### src/rtl/regfile_wb_arbiter_pkg.sv
// Shared core constants for the register-file write-back path.
// Latency: n/a (constants only).
// Backpressure: n/a.
package regfile_wb_arbiter_pkg;

    localparam int XLEN    = 32;  // integer data width
    localparam int AW      = 5;   // register address width (32 GPRs)
    localparam int NUM_SRC = 3;   // result sources feeding the write port

    // Result source indices on the write-back arbiter
    localparam int SRC_ALU = 0;
    localparam int SRC_LSU = 1;
    localparam int SRC_MDU = 2;

    // Hard-wired zero register; writes to it are discarded
    localparam int REG_ZERO = 0;

endpackage

### src/rtl/regfile_wb_arbiter_rr_arbiter.sv
// Round-robin arbiter: one-hot grant, search starts just after the last grant.
// Latency: grant is combinational from req; pointer updates on the edge after advance.
// Backpressure: grants at most one requester per cycle; the pointer holds while advance is low.
//
// Ports:
//   clk, rst      clock, synchronous active-high reset (pointer -> N-1, so index 0 wins first)
//   req           request vector
//   advance       a granted transfer actually happened this cycle
//   gnt           one-hot grant, never set for a non-requesting index
//   gnt_idx       binary index of the granted requester (pointer value when none)
//   gnt_any       some requester is granted
module rr_arbiter #(
    parameter int N  = 3,
    parameter int IW = (N > 1) ? $clog2(N) : 1
) (
    input  logic          clk,
    input  logic          rst,
    input  logic [N-1:0]  req,
    input  logic          advance,
    output logic [N-1:0]  gnt,
    output logic [IW-1:0] gnt_idx,
    output logic          gnt_any
);

    logic [IW-1:0] last_grant_q;
    logic [IW-1:0] last_grant_d;

    // Rotating priority: check last_grant+1, last_grant+2, ... wrapping, and
    // take the first requester seen. The last grantee is checked last.
    always_comb begin
        int j;
        j       = 0;
        gnt     = '0;
        gnt_idx = last_grant_q;
        gnt_any = 1'b0;
        for (int k = 1; k <= N; k++) begin
            j = (int'(last_grant_q) + k) % N;
            if (!gnt_any && req[j]) begin
                gnt[j]  = 1'b1;
                gnt_idx = IW'(j);
                gnt_any = 1'b1;
            end
        end
    end

    always_comb begin
        last_grant_d = last_grant_q;
        if (advance && gnt_any) begin
            last_grant_d = gnt_idx;
        end
    end

    always_ff @(posedge clk) begin
        if (rst) begin
            last_grant_q <= IW'(N - 1);
        end else begin
            last_grant_q <= last_grant_d;
        end
    end

endmodule

### src/rtl/regfile_wb_arbiter.sv
// Register-file write master: round-robin merge of ALU/LSU/MDU results onto one write port, plus busy scoreboard.
// Latency: 1 cycle from transfer to wb_we/wb_addr/wb_data; busy_mask updates the cycle after issue/transfer.
// Backpressure: accepts exactly one result per cycle; ungranted sources hold valid/data until granted.
//
// Ports:
//   clk, rst                    clock, synchronous active-high reset
//   src_valid/src_rd/src_data   per-source result, slice i of the packed buses
//   src_ready                   one-hot grant (combinational from src_valid, low during reset)
//   issue_valid/issue_rd        issuing instruction with a destination; marks rd busy
//   wb_we/wb_addr/wb_data       registered register-file write port
//   busy_mask                   bit r set while a write to xr is outstanding
module regfile_wb_arbiter #(
    parameter int NUM_SRC = regfile_wb_arbiter_pkg::NUM_SRC,
    parameter int XLEN    = regfile_wb_arbiter_pkg::XLEN,
    parameter int AW      = regfile_wb_arbiter_pkg::AW
) (
    input  logic                    clk,
    input  logic                    rst,
    input  logic [NUM_SRC-1:0]      src_valid,
    input  logic [NUM_SRC*AW-1:0]   src_rd,
    input  logic [NUM_SRC*XLEN-1:0] src_data,
    output logic [NUM_SRC-1:0]      src_ready,
    input  logic                    issue_valid,
    input  logic [AW-1:0]           issue_rd,
    output logic                    wb_we,
    output logic [AW-1:0]           wb_addr,
    output logic [XLEN-1:0]         wb_data,
    output logic [31:0]             busy_mask
);

    import regfile_wb_arbiter_pkg::*;

    localparam int IW = (NUM_SRC > 1) ? $clog2(NUM_SRC) : 1;

    logic [NUM_SRC-1:0] gnt;
    logic [IW-1:0]      gnt_idx;
    logic               gnt_any;
    logic               transfer;
    logic [AW-1:0]      sel_rd;
    logic [XLEN-1:0]    sel_data;

    logic               wb_we_q,   wb_we_d;
    logic [AW-1:0]      wb_addr_q, wb_addr_d;
    logic [XLEN-1:0]    wb_data_q, wb_data_d;
    logic [31:0]        busy_q,    busy_d;

    rr_arbiter #(
        .N  (NUM_SRC),
        .IW (IW)
    ) u_rr_arbiter (
        .clk     (clk),
        .rst     (rst),
        .req     (src_valid),
        .advance (transfer),
        .gnt     (gnt),
        .gnt_idx (gnt_idx),
        .gnt_any (gnt_any)
    );

    // Grants are suppressed during reset so no source believes its result
    // was taken while the write registers are being cleared.
    always_comb begin
        src_ready = rst ? '0 : gnt;
        transfer  = gnt_any && !rst;
        sel_rd    = src_rd[int'(gnt_idx)*AW +: AW];
        sel_data  = src_data[int'(gnt_idx)*XLEN +: XLEN];
    end

    always_comb begin
        // An rd=x0 result still consumes its grant but never raises wb_we.
        wb_we_d   = transfer && (sel_rd != AW'(REG_ZERO));
        wb_addr_d = transfer ? sel_rd   : wb_addr_q;
        wb_data_d = transfer ? sel_data : wb_data_q;

        // Clear first, then set: a same-cycle issue to the register being
        // written back is a newer producer and must keep it busy.
        busy_d = busy_q;
        if (wb_we_d) begin
            busy_d[sel_rd] = 1'b0;
        end
        if (issue_valid && (issue_rd != AW'(REG_ZERO))) begin
            busy_d[issue_rd] = 1'b1;
        end
        busy_d[REG_ZERO] = 1'b0;
    end

    always_ff @(posedge clk) begin
        if (rst) begin
            wb_we_q   <= 1'b0;
            wb_addr_q <= '0;
            wb_data_q <= '0;
            busy_q    <= '0;
        end else begin
            wb_we_q   <= wb_we_d;
            wb_addr_q <= wb_addr_d;
            wb_data_q <= wb_data_d;
            busy_q    <= busy_d;
        end
    end

    assign wb_we     = wb_we_q;
    assign wb_addr   = wb_addr_q;
    assign wb_data   = wb_data_q;
    assign busy_mask = busy_q;

endmodule
### config.mk
export PLATFORM = sky130hd
export DESIGN_NAME = regfile_wb_arbiter
export DESIGN_NICKNAME = d
export VERILOG_FILES = /design/src/rtl/regfile_wb_arbiter_pkg.sv /design/src/rtl/regfile_wb_arbiter_rr_arbiter.sv /design/src/rtl/regfile_wb_arbiter.sv
export SDC_FILE = /design/constraint.sdc
export NUM_CORES = 1
export LEC_CHECK = 0
export ABC_AREA = 1
export BUFFER_PORTS_ARGS = -buffer_cell sky130_fd_sc_hd__buf_2
export CAP_MARGIN = 25
export CORE_ASPECT_RATIO = 0.8
export CORE_MARGIN = 8
export CORE_UTILIZATION = 50
export DETAILED_ROUTE_END_ITERATION = 8
export PLACE_DENSITY = 0.86
export SYNTH_ARGS = -nofsm -noshare
export SYNTH_HDL_FRONTEND = slang
export SYNTH_HIERARCHICAL = 1
export SYNTH_SLANG_ARGS = --single-unit
### constraint.sdc
create_clock -name clk -period 6.1 [get_ports clk]
set_input_delay 1.525 -clock clk [delete_from_list [all_inputs] [get_ports clk]]
set_output_delay 1.525 -clock clk [all_outputs]
set_load 0.05 [all_outputs]
# After elaboration in Yosys (flattened, before gate mapping)
# Index checks and enable logic that the tools add are counted.
dict set report totals {
  latch_bits 0
  ff_bits 72
  n_memories 0
  out_inout_bits 73
  inputBits 122
  mem_bits_rw 0
  romBits 0
}
dict set report classes {
  mul 1
  n_bitwise 5
  add_sub_neg 3
  mux 31
  magnitude_cmp 10
  eq_ne 0
  div_mod_pow 3
  reduce_logical 16
  shift 2
}
# operator n
set op_table {}
lappend op_table {{$ge A32 B1 Y1 const B} 3}
lappend op_table {{$lt A32 B4 Y1 const B} 3}
lappend op_table {{$mod A32 B3 Y32 const B} 3}
lappend op_table {{$shiftx A96 B8 Y32} 1}
lappend op_table {{$mux W32} 2}
lappend op_table {{$and A32 B32 Y32} 1}
lappend op_table {{$not A32 Y32} 1}
lappend op_table {{$or A32 B32 Y32} 1}
lappend op_table {{$shiftx A15 B6 Y5} 1}
lappend op_table {{$mux W1} 14}
lappend op_table {{$lt A5 B6 Y1 const B} 2}
lappend op_table {{$mux W3} 4}
lappend op_table {{$logic_and A1 B1 Y1} 11}
lappend op_table {{$demux W1 S5} 2}
lappend op_table {{$ge A5 B1 Y1 const B} 2}
lappend op_table {{$reduce_bool A5 Y1} 2}
lappend op_table {{$add A2 B2 Y3 const B} 2}
lappend op_table {{$bmux W1 S2} 3}
lappend op_table {{$demux W1 S2} 3}
lappend op_table {{$mux W2} 3}
lappend op_table {{$or A3 B3 Y3} 2}
lappend op_table {{$mul A2 B3 Y5 const B} 1}
lappend op_table {{$add A2 B1 Y3 const B} 1}
lappend op_table {{$logic_not A1 Y1} 3}

# Longest topological paths before layout
dict set report logic_depth {
  word_depth 23
  depth_mapped 24
}

# By module
# Netlist, hierarchy kept.
# module instances cells_per_inst area_each_um2
set modules_own_cells {}
lappend modules_own_cells {regfile_wb_arbiter 1 561 3616.0}
lappend modules_own_cells {rr_arbiter 1 71 415.4}

# Least setup slack after synthesis
# No wires, ideal clock.
dict set report synth_timing {
  path_type {input to output}
  start {input src_valid[1]}
  end {output src_ready[2]}
  path_slack_ns 1.760
  required_time_ns 4.575
  cell_stages 11
  arrival_ns 2.815
  n_path_buf 0
  cell_sequence {inv_1 nand2_1 nand3_1 nand2_2 inv_2 nand2_2 clkinv_2 nand2_1 o21ai_0 inv_1 nor2_1}
}
dict set report synth_via {
  elab_chain_cells 11
}
# item line
set synth_rtl {}
lappend synth_rtl {{from (decl)} regfile_wb_arbiter.sv:19} ;# input logic [NUM_SRC-1:0] src_valid,
lappend synth_rtl {{$bmux W1 S2} regfile_wb_arbiter_rr_arbiter.sv:38} ;# if (!gnt_any && req[j]) begin
lappend synth_rtl {{$mux W1 (not written as such) (2 in a row)} regfile_wb_arbiter_rr_arbiter.sv:38}
lappend synth_rtl {{$mux W1} regfile_wb_arbiter_rr_arbiter.sv:38}
lappend synth_rtl {{$logic_not A1 Y1} regfile_wb_arbiter_rr_arbiter.sv:38}
lappend synth_rtl {{$logic_and A1 B1 Y1} regfile_wb_arbiter_rr_arbiter.sv:38}
lappend synth_rtl {{$mux W1} regfile_wb_arbiter_rr_arbiter.sv:38}
lappend synth_rtl {{$logic_not A1 Y1} regfile_wb_arbiter_rr_arbiter.sv:38}
lappend synth_rtl {{$logic_and A1 B1 Y1} regfile_wb_arbiter_rr_arbiter.sv:38}
lappend synth_rtl {{$mux W3 (*)} regfile_wb_arbiter_rr_arbiter.sv:38}
lappend synth_rtl {{named net gnt[2]} regfile_wb_arbiter.sv:35} ;# logic [NUM_SRC-1:0] gnt;
lappend synth_rtl {{$mux W3 (*)} regfile_wb_arbiter.sv:63} ;# src_ready = rst ? '0 : gnt;
lappend synth_rtl {{to (decl)} regfile_wb_arbiter.sv:22} ;# output logic [NUM_SRC-1:0] src_ready,
# The timed path passes the listed nets; every way through them passes the cells marked *. The select of a mux whose other input is x is not followed.

# Final worst setup path
dict set report layout_timing {
  start {input src_valid[2]}
  end {register busy_q[22], in the netlist busy_mask[22]}
}
dict set report layout_via {
  elab_chain_cells 21
}
# item line
set layout_rtl {}
lappend layout_rtl {{$bmux W1 S2} regfile_wb_arbiter_rr_arbiter.sv:38}
lappend layout_rtl {{$mux W1 (not written as such) (2 in a row)} regfile_wb_arbiter_rr_arbiter.sv:38}
lappend layout_rtl {{$mux W1} regfile_wb_arbiter_rr_arbiter.sv:38}
lappend layout_rtl {{$logic_not A1 Y1} regfile_wb_arbiter_rr_arbiter.sv:38}
lappend layout_rtl {{$logic_and A1 B1 Y1} regfile_wb_arbiter_rr_arbiter.sv:38}
lappend layout_rtl {{$mux W1} regfile_wb_arbiter_rr_arbiter.sv:38}
lappend layout_rtl {{$logic_not A1 Y1} regfile_wb_arbiter_rr_arbiter.sv:38}
lappend layout_rtl {{$logic_and A1 B1 Y1} regfile_wb_arbiter_rr_arbiter.sv:38}
lappend layout_rtl {{[1 not listed]} --}
lappend layout_rtl {{named net gnt_idx[0]} regfile_wb_arbiter.sv:36} ;# logic [IW-1:0] gnt_idx;
lappend layout_rtl {{[3 not listed]} --}
lappend layout_rtl {{$logic_and A1 B1 Y1 (not written as such)} regfile_wb_arbiter.sv:79} ;# busy_d[sel_rd] = 1'b0;
lappend layout_rtl {{$mux W1 (not written as such)} regfile_wb_arbiter.sv:79}
lappend layout_rtl {{$demux W1 S5} regfile_wb_arbiter.sv:79}
lappend layout_rtl {{$not A32 Y32 (no line)} --}
lappend layout_rtl {{$and A32 B32 Y32 (no line)} --}
lappend layout_rtl {{$mux W32 (*)} regfile_wb_arbiter.sv:78} ;# if (wb_we_d) begin
lappend layout_rtl {{$or A32 B32 Y32 (no line)} --}
lappend layout_rtl {{$mux W32 (*)} regfile_wb_arbiter.sv:81} ;# if (issue_valid && (issue_rd != AW'(REG_ZERO))) begin
lappend layout_rtl {{to (signal assigned)} regfile_wb_arbiter.sv:97} ;# busy_q <= busy_d;
lappend layout_rtl {{to (decl)} regfile_wb_arbiter.sv:45} ;# logic [31:0] busy_q, busy_d;
# Marks and branches as above.
# A chain may end at the register's enable or synchronous reset.

==> metrics.md <==
| Metric | Value |
|---|---|
| Outcome | `complete, no violations` |
| WL met1 | `approximately 5700 um` |
| HPWL reported at the end of detailed placement | `~11000 um` |
| Capture instance of the worst register-to-register path | `busy_mask[22]` |
| Part of the power in combinational logic | `roughly 69%` |
| Final period util | `between 70% and 80%` |
| Net switching fraction of the power | `between 50% and 60%` |
| Switching power | `roughly 2000 uW` |
| Post-synthesis xor/xnor area fraction | `0%` |
| Tightest Hold Check Type | `reg2reg` |
| Max FO, Critical Path | `39` |
| Final total power | `roughly 3300 uW` |
| Clock Root Buffer | `clkbuf_8` |
| Count of mapped cells out of synthesis | `between 600 and 700` |
| Power Density | `633.0 nW/um^2` |
| Clock tree from TritonCTS | `yes` |
| Leakage power of the design | `between 0.002 and 0.003 uW` |
| Final core utilization | `65.77%` |
| Global-route wire length before repair | `23860 um` |
| Total number of vias | `around 5100` |
| Internal cell power | `about 1300 uW` |
| Clock latency at the later pin of the worst-skew pair | `0.35 ns` |
| Number of iterations in the first detailed-routing pass | `6` |
| Maximum buffer depth of the clock tree | `2` |
| Clock transition at the registers of the reported paths | `approximately 0.08 ns` |
| Vias in the first global route | `4867` |
| I/O Pins | `195` |
| Initial detailed-routing violation count | `611` |
| # clock sinks | `slightly above 70` |
| Multiplexer share of the synthesized area | `0%` |
| Footprint of the multi-input gates | `2261 sq um` |
| Via/cell ratio | `5.576` |
| Peak ir drop on the vdd network | `481.9 uV` |
| Final period demand of the worst path | `about 4.3 ns` |
| Core ar. | `around 7900 sq um` |
| Max Used Layer | `met4` |
| Antenna Nets Post-Route | `0` |
| Fill cell total of the finished layout | `about 740` |
| Die extent in y | `between 90 and 100 um` |
| Total nets after synthesis | `approximately 760` |
| Row Count | `29` |
| Combinational family with the most area after synthesis | `simple AND/OR/NAND/NOR gates` |
| Max-slew violation count | `0` |
| Summed negative setup slack over all endpoints | `0 ns` |
| Worst Hold Endpoint | `busy_mask[24]` |
| Number of cells on the worst hold path | `2` |
| Mean post-synth cell area | `6.379 sq um` |
| Placer Congestion | `1.025` |
| Count of warnings emitted by yosys | `6` |
| Grt ovf | `0` |
| Amount of wire on met3 after detailed routing | `1781 um` |
| Startpoint type of the worst setup path | `input pin` |
| Kind of capture point of the worst setup path | `flop` |
| Number of buffers created by CTS | `9` |
| Post-CTS sizing | `0` |
| Setup slack on the worst flop-to-flop path | `2.13 ns` |
| Layout cell share with drive strength beyond 1 | `29.99%` |
| Flop pwr share | `about a fifth` |
| Sequential cell area | `~1400 sq um` |
| DR WL met2 | `~7300 um` |
| Design Area, Final | `5179 sq um` |
| Effective utilization at floorplan | `roughly half` |
| Hold_sp | `busy_mask[24]` |
| Initial antenna violation count | `2` |
| Post CTS Setup Buffer Count | `0` |
| Share of the synthesized area in compound gates (AO/OA/AOI/OAI) | `roughly a fifth` |
| Adder-Cell Fraction of Synth Area | `under 10%` |
| Kind of critical path | `in2reg` |
| H-Tree Depth | `3` |
| Horiz. Die Dim | `around 120 um` |
| Worst Skew | `between 0.01 and 0.015 ns` |
| Setup slack after layout | `between 1.5 and 2 ns` |
| Placed cell area | `between 4000 and 5000 sq um` |
| Distinct cells, synth | `32` |
| Unrepaired setup endpoints after global routing | `no` |
| Worst flop-to-flop path startpoint | `u_rr_arbiter/last_grant_q[0]` |
| Final Hold Viols | `0` |
| Die outline area | `approximately 11000 sq um` |
| Largest net degree at the start of global routing | `43` |
| Routed WL per cell | `roughly 17 um` |
| Number of max-cap violations | `0` |
| Cells on worst reg2reg path | `20` |
| DRC Markers | `0` |
| Achievable frequency | `between 200 and 250 MHz` |
| Data arrival, critical path | `approximately 4.6 ns` |
| Worst slew pin tran | `roughly 1.0 ns` |
| Overall fraction of global-route tracks in use | `a little over a quarter` |
| Number of synthesized register bits | `approximately 70` |
| Netlist area before placement | `approximately 4000 sq um` |
| IO buf count | `193` |
| Simple-gate share of the synthesized area | `a little over a third` |
| Post-layout net count | `roughly 930` |
| Proportion of power drawn by the clock network | `11.2%` |
| Endpoints failing setup | `0` |
| Data required, critical path | `between 6 and 7 ns` |
| Area Overhead vs Synth | `28.46%` |
| Final wirelength | `around 15000 um` |
| Worst relative slew slack | `31.17%` |
| Cts hold-fix bufs | `0` |
| Sequential element share of the synthesized area | `35.26%` |
| DP Worst Slack | `1.544 ns` |
==> power groups by stage <==
stage,combinational [uW],clock (uW),sequential (uW)
after floorplan,1320,0,1080
after global placement,2150,0,656
after CTS,2220,374,652
final,2260,368,654
after global routing,2460,391,667
after detailed placement,2200,0,661
==> kinds of logic after synthesis <==
group | count (synthesis)
flops | 71
other cells | 1
simple gates | 329
compound gates | 144
fa+ha+maj | 4
buf+inv | 83
==> how the worst max path moves through the flow <==
stage	endpoint	startpoint
5_1_grt	busy_mask[22]	src_valid[1]
2_1_floorplan	src_ready[2]	src_valid[1]
4_1_cts	src_ready[2]	src_valid[1]
3_3_place_gp	busy_mask[11]	src_valid[1]
6_report	busy_mask[22]	src_valid[2]
3_5_place_dp	busy_mask[5]	src_valid[1]
==> routing by layer <==
metal,up-vias,track usage (%)
met1,2329,31.52
met2,325,46.57
met4,0,9.903
met3,43,6.395
met5,-,0
li1,2416,-
==> sequential cells by signal (all words and copies together) (netlist names) <==
signal / flops
wb_data: 32
busy_mask: 31
wb_addr: 5
u_rr_arbiter/last_grant_q: 2
wb_we: 1
==> through the flow <==
step                      hold slack, ns  cells
after global routing              0.4769    916
after detailed placement          0.4522    900
after floorplan                   0.5009    632
after global placement            0.4468    900
final                             0.4625    917
after CTS                         0.4652    915
==> worst max-delay path: stages <==
cell,delay (ns)
buf_2,0.11
inv_1,0.07
nor2_2,0.05
o21ai_4,0.22
nand2_1,0.11
nand2_1,0.08
nand2_1,0.05
nand2_1,0.08
nand2_1,0.09
inv_2,0.44
nand2_2,0.16
inv_2,0.49
nand2_1,0.15
nand2_2,0.17
inv_1,0.07
nand2_1,0.25
nor2_1,0.10
nand3_1,0.08
nand2_1,0.07
a21oi_1,0.16
==> cell usage after synthesis, drive strengths merged <==
master / number / share of area (%)
nand2: 158 / 16
nor2: 105 / 10
o21ai: 74 / 9.5
dfxtp: 71 / 35
nand3: 58 / 8.3
inv: 46 / 4.3
a21oi: 36 / 4.5
a31oi: 33 / 5.1
clkbuf: 25 / 2.3
buf: 11 / 2.0
ha: 4 / 1.2
nor3: 4 / 0.62
nand4: 2 / 0.31
and2: 1 / 0.16
clkinv: 1 / 0.12
conb: 1 / 0.093
o221ai: 1 / 0.22
or2: 1 / 0.22
==> cell usage in the layout, fill, tap and decap left out, types with 2 or more instances in the layout <==
| cell type | Yosys | final |
|---|---|---|
| nor3_1 | 3 | 3 |
| inv_2 | 5 | 5 |
| nand2_1 | 147 | 147 |
| inv_1 | 40 | 40 |
| nand3_2 | 6 | 6 |
| diode_2 | 0 | 2 |
| ha_1 | 4 | 4 |
| a21oi_1 | 36 | 36 |
| nand4_1 | 2 | 2 |
| a31oi_1 | 33 | 33 |
| nor2_4 | 2 | 3 |
| nor2_1 | 102 | 101 |
| nand2_2 | 10 | 10 |
| buf_4 | 2 | 3 |
| nand3_1 | 51 | 51 |
| dfxtp_1 | 71 | 71 |
| clkinv_4 | 0 | 2 |
| buf_2 | 3 | 193 |
| o21ai_0 | 72 | 72 |
| clkinv_2 | 1 | 2 |
| clkbuf_8 | 0 | 9 |
==> final cells by class <==
class | count | share of cell area [%]
inverter | 47 | 3.479
multi-input combinational | 478 | 43.66
timing repair buffer | 196 | 19.09
antenna | 2 | 0.09664
tap | 108 | 2.609
sequential | 71 | 27.45
clock inverter | 5 | 1.160
clock buffer | 10 | 2.464
(Power assumes the default switching activity.)
